`config.mk`:
```
export PLATFORM = sky130hd
export DESIGN_NAME = priority_scanner
export DESIGN_NICKNAME = d
export VERILOG_FILES = /design/src/rtl/priority_scanner.sv
export SDC_FILE = /design/constraint.sdc
export NUM_CORES = 1
export LEC_CHECK = 0
export ABC_AREA = 1
export BUFFER_PORTS_ARGS = -buffer_cell sky130_fd_sc_hd__buf_4
export CAP_MARGIN = 25
export CORE_MARGIN = 2
export CORE_UTILIZATION = 55
export DETAILED_ROUTE_END_ITERATION = 6
export PLACE_DENSITY = 0.82
export SLEW_MARGIN = 40
export SYNTH_ARGS = -nofsm -noshare
export SYNTH_HDL_FRONTEND = slang
export SYNTH_SLANG_ARGS = --single-unit
```
`constraint.sdc`:
```
create_clock -name clk_i -period 2.2 [get_ports clk_i]
set_input_delay 0.44 -clock clk_i [delete_from_list [all_inputs] [get_ports clk_i]]
set_output_delay 0.44 -clock clk_i [all_outputs]
set_load 0.005 [all_outputs]
```
`src/rtl/priority_scanner.sv`:
```
// Sequential priority scanner: accepts a request vector and emits each set bit as one beat,
// LSB-first or MSB-first, with one-hot/index, popcount, last and zero flags.
module priority_scanner #(
  parameter int unsigned WIDTH = 16,
  localparam int unsigned IDXW = $clog2(WIDTH),
  localparam int unsigned CNTW = $clog2(WIDTH + 1)
) (
  input  logic              clk_i,
  input  logic              arst_i,
  input  logic              data_val_i,
  input  logic [WIDTH-1:0]  data_i,
  input  logic              data_dir_i,
  output logic              data_ready_o,
  output logic [WIDTH-1:0]  data_onehot_o,
  output logic [IDXW-1:0]   data_idx_o,
  output logic [CNTW-1:0]   data_cnt_o,
  output logic              data_last_o,
  output logic              data_zero_o,
  output logic              data_val_o,
  input  logic              data_ready_i
);

  typedef enum logic {StIdle, StScan} state_e;

  state_e           state_q, state_d;
  logic [WIDTH-1:0] residual_q, residual_d;
  logic             dir_q, dir_d;
  logic [CNTW-1:0]  cnt_q, cnt_d;
  logic             zero_q, zero_d;
  // Holds ready low until the first edge after reset release.
  logic             init_q;

  logic [WIDTH-1:0] lsb_bit, msb_bit, sel_bit;
  logic [IDXW-1:0]  sel_idx;
  logic             single;
  logic [CNTW-1:0]  popcnt;
  logic             scan, accept, beat_done;

  // Bit selection, decoded from registered state only.
  always_comb begin
    lsb_bit = residual_q & (~residual_q + WIDTH'(1));
    msb_bit = '0;
    for (int i = 0; i < WIDTH; i++) begin
      if (residual_q[i]) begin
        msb_bit    = '0;
        msb_bit[i] = 1'b1;
      end
    end
    sel_bit = dir_q ? msb_bit : lsb_bit;
    sel_idx = '0;
    for (int i = 0; i < WIDTH; i++) begin
      if (sel_bit[i]) begin
        sel_idx = sel_idx | IDXW'(i);
      end
    end
    // Zero or one bit left; an all-zero residual is its own last beat.
    single = (residual_q & (residual_q - WIDTH'(1))) == '0;
  end

  always_comb begin
    popcnt = '0;
    for (int i = 0; i < WIDTH; i++) begin
      popcnt = popcnt + CNTW'(data_i[i]);
    end
  end

  assign scan      = (state_q == StScan);
  assign accept    = (state_q == StIdle) && init_q && data_val_i;
  assign beat_done = scan && data_ready_i;

  always_comb begin
    state_d    = state_q;
    residual_d = residual_q;
    dir_d      = dir_q;
    cnt_d      = cnt_q;
    zero_d     = zero_q;
    unique case (state_q)
      StIdle: begin
        if (accept) begin
          residual_d = data_i;
          dir_d      = data_dir_i;
          cnt_d      = popcnt;
          zero_d     = (data_i == '0);
          state_d    = StScan;
        end
      end
      StScan: begin
        if (beat_done) begin
          residual_d = residual_q & ~sel_bit;
          if (single) begin
            state_d = StIdle;
          end
        end
      end
      default: state_d = StIdle;
    endcase
  end

  always_ff @(posedge clk_i or posedge arst_i) begin
    if (arst_i) begin
      state_q    <= StIdle;
      residual_q <= '0;
      dir_q      <= 1'b0;
      cnt_q      <= '0;
      zero_q     <= 1'b0;
      init_q     <= 1'b0;
    end else begin
      state_q    <= state_d;
      residual_q <= residual_d;
      dir_q      <= dir_d;
      cnt_q      <= cnt_d;
      zero_q     <= zero_d;
      init_q     <= 1'b1;
    end
  end

  always_comb begin
    data_ready_o  = init_q && (state_q == StIdle);
    data_val_o    = scan;
    data_onehot_o = scan ? sel_bit : '0;
    data_idx_o    = scan ? sel_idx : '0;
    data_cnt_o    = scan ? cnt_q : '0;
    data_last_o   = scan && single;
    data_zero_o   = scan && zero_q;
  end

endmodule

```
## Word-level counts from Yosys, hierarchy flattened

Index checks and enable logic that the tools add are counted.
W data, S select, Z words.

- $add $sub $neg: 17
- Bitwise operators: 6
- Equality and inequality tests: 2
- Reductions and logical operators: 9
- Multiplexer cells: 42

Operators by type and width:

| cell | count |
|---|---|
| $mux W16 | 5 |
| $add A5 B1 Y5 | 11 |
| $and A16 B16 Y16 | 3 |
| $mux W4 | 10 |
| $logic_not A16 Y1 | 2 |
| $not A16 Y16 | 2 |
| $pmux W16 S2 | 1 |
| $add A16 B1 Y16 const B | 1 |
| $sub A16 B1 Y16 const B | 1 |
| $mux W15 | 1 |
| $mux W3 | 5 |
| $mux W14 | 1 |
| $mux W13 | 1 |
| $mux W12 | 1 |
| $mux W11 | 1 |
| $mux W10 | 1 |
| $mux W5 | 2 |
| $mux W9 | 1 |
| $mux W8 | 1 |
| $mux W7 | 1 |
| $mux W2 | 3 |
| $mux W6 | 1 |
| $add A4 B1 Y5 | 1 |
| $logic_and A1 B1 Y1 | 5 |
| 9 further kinds | 14 |

- Output and inout port bits: 29
- Register bits after elaboration: 25
- Input port bits: 21
- Logic and storage cells: 82

## Longest topological paths before layout

- Depth after elaboration: 33
- Depth in mapped cells: 12
- Gate-level depth less buffers: 12

## Worst setup path before layout

Ideal clock, no wire load.

- Kind: input to register
- Start point: in data_i[0]
- End point: reg cnt_q[4]
- Stages on the path: 12
- Arrival: 3.378 ns
- Buffers on the path: 0
- Path slack: -1.261 ns
- Data required time: 2.117 ns
- Cell sequence: fa_1 inv_1 fa_1 fa_1 fa_1 inv_1 ha_1 inv_1 fa_1 nor3_1 a21oi_1 o21ai_0

- Word-level cells in the longest chain between the ends: 15

Ends and longest elaborated chain:

| element | RTL line | RTL |
|---|---|---|
| start: declaration | 11 | `input logic [WIDTH-1:0] data_i,` |
| $add A1 B1 Y2 | 63 | `popcnt = popcnt + CNTW'(data_i[i]);` |
| $add A2 B1 Y3 | 63 |  |
| $add A3 B1 Y4 | 63 |  |
| $add A4 B1 Y5 | 63 |  |
| $add A5 B1 Y5 (11 in a row) | 63 |  |
| end signal: assignment | 111 | `cnt_q <= cnt_d;` |
| end: declaration | 28 | `logic [CNTW-1:0] cnt_q, cnt_d;` |

Every way passes these cells.
A chain may end at the register's enable or synchronous reset.

## Worst setup path after layout

- Start point: in data_i[11]
- End point: reg cnt_q[4]

- Word-level cells in the longest chain between the ends: 5

Ends and longest elaborated chain:

| element | RTL line |
|---|---|
| $add A5 B1 Y5 (5 in a row) | 63 |

Every way passes these cells.

==> metrics.md <==
| Metric | Value |
|---|---|
| Mean area per synthesized cell | 6.60 um2 |
| Violated checks | negative setup slack |
| Clock latency on the worst-skew pair | about 0.28 ns |
| Tightest Hold Check Type | in2async |
| Yosys top cell area share | 26.8% |
| Synth Cell Area | 2330 um2 |
| P&R area growth vs syn | 42.0% |
| Final worst slack | -0.984 ns |
| Rows | 23 |
| DIE AREA | around 4800 um2 |
| Top Ports | 50 |
| Status | finished, violations left |
| Total power | 0.00501 W |
| Final core utilization | 82.3% |
| Leak | 1.76 nW |
| Clk_skew | 0.00306 ns |
| Worst r2r dst | residual_q[9] |
| CTS Buf Count | 3 |
| Gr usage total | 30.3% |
| First-pass GRT wire length | 11.7 mm |
| Post-DP HPWL | 5.54 mm |
| Adder-cell share of the synthesized area | a little under an eighth |
| Data arrival, critical path | 3.40 ns |
| Overflow after GRT | 0 |
| Max-slew violation count | 0 |
| Synth async-reset ratio | 100% |
| Remaining DRCs | 0 |
| Chip height | around 69 um |
| Crit share post-route | 145% |
| Cell count after synthesis | 354 |
| Reg2Reg Depth | 10 |
| Clk slew on worst S/H paths | around 0.090 ns |
| CP Launch Type | input port |
| Final Net Count | 474 |
| Routability Congestion | 0.941 |
| Ys Warns | 0 |
| Post-Synth Simple-Gate Area | 34.0% |
| CTS Buffer Depth | 2 |
| Initial antenna violation count | 0 |
| Final Hold Fails | 0 |
| Routed vias/inst | approximately 5.7 |
| Largest net degree at the start of global routing | 26 |
| Die width | 69.2 um |
| Wire per inst | roughly 16 um |
| TNS Setup | -5.16 ns |
| Total number of vias | between 2,000 and 3,000 |
| Commonest register cell after synthesis | dfrtp_1 |
| Crit path max fanout | 2 |
| ANT cells | 0 |
| Synth top area cells | dfrtp_1 (27%), nand2_1 (13%), inv_1 (8.8%) |
| Synthesized Nets | 391 |
| Worst Setup End Kind | flip-flop |
| Post-synth top area cell | dfrtp_1 |
| Tmin final | 3.18 ns |
| Seq/Total Area, Yosys | 26.8% |
| TritonCTS clock tree | yes |
| PwrDens | 1510 nW/um2 |
| Detail Route Antenna Nets | 0 |
| Final setup viols | 13 |
| Drt pass-1 iters | 5 |
| Fin cells | 486 |
| Reg2Reg Setup Slack | 0.50 ns |
| Initial core utilization | 58.0% |
| CTS hold repair buffers | 0 |
| Worst VDD drop | 0.633 mV |
| Netlist cell types | 29 |
| Worst setup path startpoint | data_i[11] |
| DRT iter0 DRCs | 331 |
| Placed Cells | 462 |
| Mux cell area share after synthesis | 0% |
| Core Box Area | 4030 um2 |
| Post-Synth XOR/XNOR Area | 0.375% |
| Number of synthesized flops with an enable pin | 0 |
| WL final | 7.75 mm |
| Share of layout cells above drive strength 1 | 37.6% |
| Number of global-route vias before repair | 2,558 |
| Yosys reg bits | 25 |
| Fmax | 0.314 GHz |
| Port bufs | 49 |
| CTS Sinks | 25 |
| Kind of critical path | in2reg |
| CP endpoint | cnt_q[4] |
| Synth Area in Compound Gates | between 10% and 20% |
| Root Driver | clkbuf_8 |
| CTS H-tree depth | 1 |
| FF-to-FF Start | residual_q[4] |
| Total of max-cap violations | 0 |
| Critical Path RT | around 2.4 ns |
| Main combinational cell family by area after synthesis | simple AND/OR/NAND/NOR gates |
| Fillcell total | 257 |
| Unrepaired setup endpoints after global routing | yes |
what timing repair did:
item / in CTS / in global routing
buffers inserted: 13 / 7
setup endpoints to repair: 11 / 18
gates cloned: 0 / 0
pin swaps: 7 / 4
gates resized for setup: 35 / 33
cells in the final DEF, fill, tap and decap left out, types with 13 or more instances in the layout:
cell type / n
a21oi_1: 26
buf_4: 77
dfrtp_1: 21
inv_1: 48
nand2_1: 72
nand2_2: 15
nand3_1: 14
nor2_1: 37
nor2_4: 13
o21ai_0: 15
where the power goes:
part	internal (W)	leakage, nW	switching (W)
logic	0.00160	1.42	0.00222
clock network	0.000130	0.0228	0.000155
registers	0.000646	0.317	0.000258
total	0.00238	1.76	0.00263
metal layers:
| layer | GRT usage (%) | up-vias | share of wire (%) |
|---|---|---|---|
| met2 | 51.9 | 165 | 49 |
| li1 | - | 1283 | - |
| met4 | 11.3 | 0 | 3.1 |
| met1 | 37.9 | 1282 | 38 |
| met5 | 0 | - | 0 |
| met3 | 5.70 | 36 | 9.7 |
flip-flops by register name (all words and copies together) (netlist names):
name,count
cnt_q,5
data_val_o,1
dir_q,1
init_q,1
residual_q,16
zero_q,1
logic make-up after synthesis:
group | Yosys count
AOI/OAI and AO/OA | 65
xor gates and xnor gates | 1
adders and majority gates | 16
buffers and inverters | 71
DFF | 25
other | 1
and+or+nand+nor | 175
cell type report:
| type | instances | area (um2) | area share (%) |
|---|---|---|---|
| Multi-Input combinational cell | 258 | 1630 | 49.2 |
| Tap cell | 50 | 62.6 | 1.89 |
| Inverter | 60 | 229 | 6.91 |
| Timing Repair Buffer | 89 | 717 | 21.6 |
| Clock buffer | 4 | 45.0 | 1.36 |
| Sequential cell | 25 | 631 | 19.0 |
synth_stat cells (5+ instances only):
| cell | instances |
|---|---|
| inv_2 | 5 |
| nand3_1 | 17 |
| dfrtp_1 | 25 |
| nor2_1 | 49 |
| buf_2 | 6 |
| a21oi_1 | 28 |
| o21ai_0 | 21 |
| nand2_1 | 83 |
| ha_1 | 6 |
| inv_1 | 55 |
| fa_1 | 10 |
| o22ai_1 | 10 |
| nand3_2 | 6 |
worst min path at each step:
stage | startpoint | slack [ns] | endpoint
after floorplan | cnt_q[0] | 0.45 | cnt_q[0]
after global placement | cnt_q[0] | 0.46 | cnt_q[0]
after detailed placement | cnt_q[0] | 0.48 | cnt_q[0]
after CTS | arst_i | 0.22 | residual_q[2]
after global routing | arst_i | 0.25 | data_val_o
final | arst_i | 0.22 | data_val_o
worst max-delay path, stage by stage:
cell     delay, ns
buf_8         0.10
fa_1          0.48
fa_1          0.51
inv_2         0.04
fa_1          0.53
fa_1          0.43
inv_2         0.08
ha_4          0.13
inv_2         0.03
fa_2          0.34
nor3_2        0.11
a21oi_1       0.06
o21ai_1       0.11
metrics by stage:
| stage | hold slack, ns | instance area [um2] | worst slack, ns |
|---|---|---|---|
| finish | 0.218 | 3310 | -0.984 |
| CTS | 0.223 | 3140 | -0.987 |
| global placement | 0.463 | 2890 | -1.25 |
| global route | 0.246 | 3310 | -1.12 |
| detailed placement | 0.482 | 2890 | -1.33 |
| floorplan | 0.449 | 2350 | -1.08 |
Note: power is estimated with default switching activity, not from simulation.
